### config.mk
export PLATFORM = sky130hd
export DESIGN_NAME = vga_capture
export DESIGN_NICKNAME = d
export VERILOG_FILES = /design/src/rtl/vga_capture.sv
export SDC_FILE = /design/constraint.sdc
export NUM_CORES = 1
export LEC_CHECK = 0
export ABC_AREA = 1
export BUFFER_PORTS_ARGS = -buffer_cell sky130_fd_sc_hd__buf_2
export CORE_ASPECT_RATIO = 1.1
export CORE_UTILIZATION = 35
export DETAILED_ROUTE_END_ITERATION = 8
export PLACE_DENSITY = 0.53
export SLEW_MARGIN = 10
export SYNTH_ARGS = -nofsm -noshare
export SYNTH_HDL_FRONTEND = slang
export SYNTH_SLANG_ARGS = --single-unit
### constraint.sdc
create_clock -name lcd_clk_i -period 3.2 [get_ports lcd_clk_i]
set_input_delay 0.16 -clock lcd_clk_i [delete_from_list [all_inputs] [get_ports lcd_clk_i]]
set_output_delay 0.16 -clock lcd_clk_i [all_outputs]
set_load 0.02 [all_outputs]
### src/rtl/vga_capture.sv
// Video input receiver for the parallel RGB/HSYNC/VSYNC/DE link.
// Registers the incoming link once and normalises the sync polarities.
// Measures the line and frame timing and tracks whether that timing is stable.
// Packs each active pixel into the VRAM word format and issues one write per pixel.
// Ports:
//   lcd_clk_i, rst_i (async, active-low)
//   capture_en_i                        arm / keep capturing frames
//   lcd_h_synk_i, lcd_v_synk_i, lcd_de_i, lcd_r_i/g_i/b_i   incoming video
//   vram_addr_o, vram_data_o, vram_we_o                     VRAM write port
//   h_pos_o, v_pos_o                    active column / line of the current write
//   h_total_o, h_res_o, v_total_o, v_res_o                  last measured timing
//   locked_o, frame_done_o              timing stable / end-of-captured-frame pulse
module vga_capture #(
  parameter bit          HSYNK_INVERTED_CONF       = 1'b0,
  parameter bit          VSYNK_INVERTED_CONF       = 1'b0,
  parameter bit          DATA_ENABLE_INVERTED_CONF = 1'b0,
  parameter int unsigned PIXEL_SIZE_CONF           = 24,
  parameter int unsigned BUS_VRAM_ADDR_LEN         = 24
) (
  input  logic                         lcd_clk_i,
  input  logic                         rst_i,
  input  logic                         capture_en_i,
  input  logic                         lcd_h_synk_i,
  input  logic                         lcd_v_synk_i,
  input  logic                         lcd_de_i,
  input  logic [7:0]                   lcd_r_i,
  input  logic [7:0]                   lcd_g_i,
  input  logic [7:0]                   lcd_b_i,
  output logic [BUS_VRAM_ADDR_LEN-1:0] vram_addr_o,
  output logic [31:0]                  vram_data_o,
  output logic                         vram_we_o,
  output logic [12:0]                  h_pos_o,
  output logic [12:0]                  v_pos_o,
  output logic [12:0]                  h_total_o,
  output logic [12:0]                  h_res_o,
  output logic [12:0]                  v_total_o,
  output logic [12:0]                  v_res_o,
  output logic                         locked_o,
  output logic                         frame_done_o
);

  localparam logic [12:0] CntMax = 13'h1fff;
  localparam logic [BUS_VRAM_ADDR_LEN-1:0] AddrOne = {{(BUS_VRAM_ADDR_LEN-1){1'b0}}, 1'b1};

  typedef enum logic [1:0] {StIdle, StWaitVs, StCapture} state_e;

  function automatic logic [12:0] sat_inc(input logic [12:0] v);
    return (v == CntMax) ? v : v + 13'd1;
  endfunction

  // Input stage (S1), polarity-normalised.
  logic       en_q, hs_q, vs_q, de_q, hs_prev_q, vs_prev_q;
  logic [7:0] r_q, g_q, b_q;

  always_ff @(posedge lcd_clk_i or negedge rst_i) begin
    if (!rst_i) begin
      en_q      <= 1'b0;
      hs_q      <= 1'b0;
      vs_q      <= 1'b0;
      de_q      <= 1'b0;
      hs_prev_q <= 1'b0;
      vs_prev_q <= 1'b0;
      r_q       <= 8'h0;
      g_q       <= 8'h0;
      b_q       <= 8'h0;
    end else begin
      en_q      <= capture_en_i;
      hs_q      <= lcd_h_synk_i ^ HSYNK_INVERTED_CONF;
      vs_q      <= lcd_v_synk_i ^ VSYNK_INVERTED_CONF;
      de_q      <= lcd_de_i ^ DATA_ENABLE_INVERTED_CONF;
      hs_prev_q <= hs_q;
      vs_prev_q <= vs_q;
      r_q       <= lcd_r_i;
      g_q       <= lcd_g_i;
      b_q       <= lcd_b_i;
    end
  end

  logic hs_edge, vs_edge;
  assign hs_edge = hs_q & ~hs_prev_q;
  assign vs_edge = vs_q & ~vs_prev_q;

  // Counters, measurements and lock tracking.
  logic [12:0] hc_q, hc_d, px_q, px_d, px_base, lc_q, lc_d, lc_base, al_q, al_d, al_base;
  logic [12:0] h_total_q, h_total_d, h_res_q, h_res_d, v_total_q, v_total_d, v_res_q, v_res_d;
  logic [51:0] snap_q, snap_d, meas_new;
  logic [1:0]  stable_q, stable_d;

  assign meas_new = {h_total_d, h_res_d, lc_q, al_q};

  always_comb begin
    hc_d      = hs_edge ? 13'd0 : sat_inc(hc_q);
    h_total_d = hs_edge ? sat_inc(hc_q) : h_total_q;
    h_res_d   = (hs_edge && px_q != 13'd0) ? px_q : h_res_q;
    px_base   = hs_edge ? 13'd0 : px_q;
    px_d      = de_q ? sat_inc(px_base) : px_base;
    // The hs edge that coincides with a vs edge starts line 0 and counts as the first line.
    lc_base   = vs_edge ? 13'd0 : lc_q;
    lc_d      = hs_edge ? sat_inc(lc_base) : lc_base;
    al_base   = vs_edge ? 13'd0 : al_q;
    al_d      = (de_q && px_base == 13'd0) ? sat_inc(al_base) : al_base;
    v_total_d = vs_edge ? lc_q : v_total_q;
    v_res_d   = vs_edge ? al_q : v_res_q;
    snap_d    = snap_q;
    stable_d  = stable_q;
    if (vs_edge) begin
      snap_d = meas_new;
      if (meas_new == snap_q && h_res_d != 13'd0 && al_q != 13'd0) begin
        stable_d = (stable_q == 2'd2) ? 2'd2 : stable_q + 2'd1;
      end else begin
        stable_d = 2'd0;
      end
    end
  end

  // Pixel packing.
  logic [31:0] pix;
  always_comb begin
    if (PIXEL_SIZE_CONF == 32'd8) begin
      pix = {24'h0, b_q[7:5], g_q[7:6], r_q[7:5]};
    end else if (PIXEL_SIZE_CONF == 32'd16) begin
      pix = {16'h0, b_q[7:3], g_q[7:2], r_q[7:3]};
    end else begin
      pix = {8'h0, b_q, g_q, r_q};
    end
  end

  // Capture FSM and write port.
  state_e                       state_q, state_d;
  logic [BUS_VRAM_ADDR_LEN-1:0] wr_addr_q, wr_addr_d, vram_addr_q, vram_addr_d;
  logic [31:0]                  data_q, data_d;
  logic [12:0]                  h_pos_q, h_pos_d, v_pos_q, v_pos_d;
  logic                         we_q, we_d, frame_done_q, frame_done_d;

  always_comb begin
    state_d      = state_q;
    wr_addr_d    = wr_addr_q;
    vram_addr_d  = vram_addr_q;
    data_d       = data_q;
    h_pos_d      = h_pos_q;
    v_pos_d      = v_pos_q;
    we_d         = 1'b0;
    frame_done_d = 1'b0;
    unique case (state_q)
      StIdle: begin
        if (en_q) state_d = StWaitVs;
      end
      StWaitVs: begin
        if (vs_edge) begin
          state_d   = StCapture;
          wr_addr_d = '0;
        end
      end
      StCapture: begin
        if (de_q) begin
          we_d        = 1'b1;
          vram_addr_d = wr_addr_q;
          wr_addr_d   = wr_addr_q + AddrOne;
          data_d      = pix;
          h_pos_d     = px_base;
          v_pos_d     = al_d - 13'd1;
        end
        if (vs_edge) begin
          frame_done_d = 1'b1;
          wr_addr_d    = '0;
          if (!en_q) state_d = StIdle;
        end
      end
      default: state_d = StIdle;
    endcase
  end

  always_ff @(posedge lcd_clk_i or negedge rst_i) begin
    if (!rst_i) begin
      hc_q         <= 13'd0;
      px_q         <= 13'd0;
      lc_q         <= 13'd0;
      al_q         <= 13'd0;
      h_total_q    <= 13'd0;
      h_res_q      <= 13'd0;
      v_total_q    <= 13'd0;
      v_res_q      <= 13'd0;
      snap_q       <= '0;
      stable_q     <= 2'd0;
      state_q      <= StIdle;
      wr_addr_q    <= '0;
      vram_addr_q  <= '0;
      data_q       <= 32'h0;
      h_pos_q      <= 13'd0;
      v_pos_q      <= 13'd0;
      we_q         <= 1'b0;
      frame_done_q <= 1'b0;
    end else begin
      hc_q         <= hc_d;
      px_q         <= px_d;
      lc_q         <= lc_d;
      al_q         <= al_d;
      h_total_q    <= h_total_d;
      h_res_q      <= h_res_d;
      v_total_q    <= v_total_d;
      v_res_q      <= v_res_d;
      snap_q       <= snap_d;
      stable_q     <= stable_d;
      state_q      <= state_d;
      wr_addr_q    <= wr_addr_d;
      vram_addr_q  <= vram_addr_d;
      data_q       <= data_d;
      h_pos_q      <= h_pos_d;
      v_pos_q      <= v_pos_d;
      we_q         <= we_d;
      frame_done_q <= frame_done_d;
    end
  end

  assign vram_addr_o  = vram_addr_q;
  assign vram_data_o  = data_q;
  assign vram_we_o    = we_q;
  assign h_pos_o      = h_pos_q;
  assign v_pos_o      = v_pos_q;
  assign h_total_o    = h_total_q;
  assign h_res_o      = h_res_q;
  assign v_total_o    = v_total_q;
  assign v_res_o      = v_res_q;
  assign locked_o     = (stable_q == 2'd2);
  assign frame_done_o = frame_done_q;

endmodule
## Yosys cells after proc, flatten, opt, wreduce, memory -nomap -nowiden

Index checks and enable logic that the tools add are counted.

- $add $sub $neg: 7
- Eq/ne operators: 13
- Multiplexer cells: 28
- Bitwise gates (word level): 4
- Reduce and logical (&&, ||, !) cells: 13

Operator list:

| operator | number |
|---|---|
| $mux 13 | 13 |
| $mux 24 | 3 |
| $add 13x1->13 const B | 4 |
| $eq 13x13->1 const B | 4 |
| $eq 52x52->1 | 1 |
| $pmux 24 s2 | 1 |
| $reduce_bool 13->1 | 3 |
| $add 24x1->24 const B | 1 |
| $logic_not 13->1 | 1 |
| $sub 13x1->13 const B | 1 |
| $mux 2 | 6 |
| $ne 2x2->1 const B | 4 |
| $pmux 2 s3 | 1 |
| $eq 2x2->1 const B | 2 |
| $logic_and 1x1->1 | 4 |
| $mux 1 | 4 |
| $reduce_and 4->1 | 1 |
| $ne 3x3->1 const B | 1 |
| $reduce_and 3->1 | 1 |
| $add 2x1->2 const B | 1 |
| $and 1x1->1 | 2 |
| $eq 2x1->1 const B | 1 |
| $logic_not 2->1 | 1 |
| $not 1->1 | 2 |
| 2 further kinds | 2 |

- Register bits: 290
- Input port bits: 30
- Logic and storage cells: 92

## Logic depth before layout (Yosys ltp)

- Word-level depth: 8
- Depth in mapped cells: 23
- Gate-level depth less buffers: 22

## Worst setup path before layout

No wires, ideal clock.

- Kind: flip-flop to flip-flop
- From: register vs_q
- To: register v_pos_q[10] (netlist: v_pos_o[10])
- Arrival: 2.546 ns
- Setup slack: 0.538 ns
- Stages on the path, launching flop included: 23
- Period minus slack after synthesis: 2.662 ns
- Cell sequence: dfrtp_1 inv_1 nor2_1 buf_4 buf_2 nor2_1 ha_1 nand2_1 nor2_4 nand2_2 nor2_4 nand3_2 nand2_1 nand2_1 nand2_2 ha_1 nand2_2 nor2_2 nand3_1 nand2_1 nand2_1 nand2_1 nand2_1

- Word-level cells in the longest chain between the ends: 6

RTL lines:

| item | RTL line | RTL |
|---|---|---|
| from (decl) | 52 | `logic en_q, hs_q, vs_q, de_q, hs_prev_q, vs_prev_q;` |
| from (signal assigned) | 69 | `vs_q <= lcd_v_synk_i ^ VSYNK_INVERTED_CONF;` |
| $and 1x1->1 * | 81 | `assign vs_edge = vs_q & ~vs_prev_q;` |
| $mux 13 * | 100 | `al_base = vs_edge ? 13'd0 : al_q;` |
| $add 13x1->13 / $eq 13x13->1 (equally long branches) | 48 | `return (v == CntMax) ? v : v + 13'd1;` |
| $mux 13 | 48 |  |
| $mux 13 * | 101 | `al_d = (de_q && px_base == 13'd0) ? sat_inc(al_base) : al_base;` |
| $sub 13x1->13 * | 161 | `v_pos_d = al_d - 13'd1;` |
| to (signal assigned) | 209 | `v_pos_q <= v_pos_d;` |
| to (decl) | 132 | `logic [12:0] h_pos_q, h_pos_d, v_pos_q, v_pos_d;` |

Mark *: on every way between the ends. The rest lies on a longest branch, timed or not.
A chain may end at the register's enable or synchronous reset.

## Worst setup path after layout

Ends and elaborated chain as after synthesis.

==> impl_metrics.tcl <==
set metrics [dict create \
    status "completed" \
    fillers 3800 \
    stdcell_count 2305 \
    synth.area.top_cells "dfrtp_1 50%, nand2_1 14%, inv_1 5.4%, o21ai_0 5.0%, nand3_1 4.8%" \
    place_congestion 0.840 \
    synth.avg_cell_area_um2 8.08 \
    clkSlewWorstSetupHoldPaths_ns 0.06 \
    seq_area_frac_synth 0.502 \
    worst-path-buf-inv 1 \
    core_area_mm2 0.0371 \
    io_pins 167 \
    pre_cts_slack_ns 0.429 \
    grt_pass1_vias 10445 \
    irDropWorstVdd_uv 424 \
    max-slew-margin-rel 0.351 \
    drt_wl_total_um 33400 \
    crit_fanout 11 \
    p_comb_frac 0.260 \
    synth_cell_types 48 \
    drtPass1Iterations 5 \
    slowest_stage "dfrtp_1" \
    synth_top_cell_by_area "dfrtp_1" \
    grt_antenna_before_repair 0 \
    setup_ws_ns 0.431 \
    cts-root-buf "clkbuf_16" \
    grt_pass1_wl_um 55100 \
    hold_class "in -> async" \
    yosysWarnings 0 \
    required_ns 3.65 \
    dieArea_mm2 0.0384 \
    grt_usage 0.177 \
    viasPerCell 4.62 \
    tightest_slew_ns 0.973 \
    syn_area_mm2 0.0132 \
    vias 10649 \
    syn_inst 1630 \
    crit_chain "inv_1 > nor2_4 > nor2_1 > ha_1 > nand2_1 > nor2_4 > nand2_2 > nor2_4 > nand3_2 > nand2_1 > nand2_1 > nand2_2 > ha_1 > nand2_2 > nor2_2 > nand3_1 > nand2_1 > nand2_1 > nand2_1 > nand2_1" \
    drc 0 \
    synth_ff_type "dfrtp_1" \
    htreeDepth 1 \
    tns_ns 0 \
    start_util 0.355 \
    cp-start-kind "flop" \
    die_w_um 187 \
    die_h_um 205 \
    switching_share 0.342 \
    switchingPower_mw 3.53 \
    setup_viol 0 \
    synth-edff-count 0 \
    grt_start_max_net_pins 108 \
    cts_buffers 31 \
    dpl.hpwl_um 23900 \
    syn_to_final_growth_pct 18.1 \
    ys_seq_elements 264 \
    cp.arrival_ns 3.22 \
    diodes 0 \
    grt_remaining_overflow 0 \
    async_flop_share 1.00 \
    port_buffers 158 \
    drv_cap 0 \
    worst-setup-path-type "reg -> reg" \
    hold_viol_final 0 \
    critical_path.most_common_cell "nand2_1" \
    routedWlPerCell_um 14.5 \
    powerDensity_mw_per_mm2 664 \
    ant_nets 0 \
    pwr-share-seq 0.402 \
    finalNetCount 1827 \
    worst_setup_path_end_kind "flop" \
    period_needed_ns 2.77 \
    clock_latency_ns 0.57 \
    rows 74 \
    place_inst 2220 \
    fmax_ghz 0.361 \
    max_stage_delay_ns 0.43 \
    drtIter0Drc 479 \
    cts_resized 0 \
    finalClockSkew_ns 0.0147 \
    rsz0062_at_grt "no" \
    slew_viol_final 0 \
    clk_path_buf_depth 3 \
    cts_tree "built" \
    timing.final.crit_share 0.865 \
    cts.sinks 264 \
    yosysTopAreaCellShare 0.502 \
    p_int_mw 6.79 \
    clock_power_share 0.338 \
    p_leak_nw 7.96 \
    crit_family "simple AND/OR/NAND/NOR gates" \
    drive_gt1_frac 0.170 \
]
-- layer usage --
| metal | vias up | routed length [µm] | GRT usage |
|---|---|---|---|
| li1 | 5406 | - | - |
| met1 | 4989 | 15300 | 0.233 |
| met2 | 207 | 15400 | 0.293 |
| met3 | 47 | 2110 | 0.0443 |
| met4 | 0 | 596 | 0.0439 |
| met5 | - | 0 | 0 |
-- placed cells by master (no fill, tap or decap), types with 8 or more instances in the layout --
| master | count |
|---|---|
| buf_2 | 157 |
| nor3_1 | 13 |
| nand3_1 | 125 |
| xor2_1 | 34 |
| buf_4 | 14 |
| inv_1 | 190 |
| nand2_1 | 488 |
| clkbuf_16 | 31 |
| a21oi_1 | 26 |
| nand2_2 | 22 |
| nor2_4 | 8 |
| ha_1 | 9 |
| dfrtp_1 | 264 |
| xnor2_1 | 20 |
| conb_1 | 8 |
| nand4_1 | 15 |
| nor2_2 | 13 |
| or2_2 | 12 |
| nor2_1 | 115 |
| dlygate4sd3_1 | 29 |
| o21ai_0 | 132 |
| nor4_1 | 10 |
-- state kept, by name, indices dropped and copies added (netlist names), 12 cells and up --
register	count
al_q	13
h_pos_o	13
h_res_o	13
h_total_o	13
hc_q	13
lc_q	13
px_q	13
snap_q	28
v_pos_o	13
v_res_o	12
v_total_o	12
vram_addr_o	24
vram_data_o	24
wr_addr_q	24
-- synth_stat cells (3+ instances only) --
cell	count
buf_4	37
nor4_1	10
nor2_1	117
xnor2_1	20
dfrtp_1	264
nor2_2	14
nand3_1	125
clkbuf_1	27
nand3b_1	5
nand2_4	5
nor3_2	3
o22ai_1	4
ha_1	9
buf_1	4
buf_6	5
nand2_1	488
a21oi_1	26
inv_1	190
nand2_2	23
buf_2	10
nor2_4	5
nand3_2	4
or2_2	12
nor3_1	13
o21ai_0	132
nand4_1	15
xor2_1	34
a31oi_1	3
inv_2	4
-- timing repair --
item                                    CTS  global route
endpoints found under the hold margin    94             0
hold buffers                             29             0
endpoints found under the setup margin    0             0
buffers inserted                          0             0
-- area by class of cell --
| type | instances | area (µm²) | area share |
|---|---|---|---|
| clock buffers | 44 | 895 | 0.0575 |
| clock inverters | 12 | 119 | 0.00764 |
| inverters | 195 | 732 | 0.0471 |
| multi-input cells | 1093 | 5350 | 0.344 |
| flip-flops and latches | 264 | 6610 | 0.425 |
| well taps | 494 | 618 | 0.0397 |
| repair buffers | 203 | 1240 | 0.0795 |
-- final timing paths --
check                      startpoint         endpoint  slack, ns  cells past startpoint
setup / recovery                 vs_q      v_pos_o[10]       0.43                     20
hold / removal                  rst_i          hc_q[6]       0.15                      2
setup reg to reg                 vs_q      v_pos_o[10]       0.43                     20
hold reg to reg                b_q[1]  vram_data_o[17]       0.44                      2
max in group asynchronous       rst_i           g_q[7]       2.04                      3
min in group lcd_clk_i     lcd_g_i[7]           g_q[7]       0.23                      2
-- logic make-up (layout without fill, tap and decap cells) --
kind of cell	Yosys count	count (layout)	share of synthesized area
simple gates	846	846	0.286
flops	264	264	0.502
compound gates	176	176	0.0716
xor+xnor	54	54	0.0359
buf+inv	280	454	0.0963
fa+ha+maj	9	9	0.00855
other cells	1	8	0.000285
-- metrics by stage --
stage / hold slack, ns / util / power (mW) / area [µm²]
after CTS: 0.163 / 0.419 / 10.5 / 15600
final: 0.154 / 0.419 / 10.3 / 15600
after floorplan: -0.136 / - / 6.02 / 13200
after global placement: 0.164 / 0.384 / 6.89 / 14200
after detailed placement: 0.170 / 0.384 / 6.91 / 14200
after global routing: 0.194 / 0.419 / 11.0 / 15600
-- power groups by stage --
stage	Clock (mW)	Combinational, mW	Sequential [mW]
floorplan	0	1.51	4.51
global placement	0	2.69	4.20
detailed placement	0	2.70	4.21
CTS	3.60	2.74	4.16
global route	3.73	3.05	4.22
finish	3.49	2.69	4.15
(Power assumes the default switching activity.)
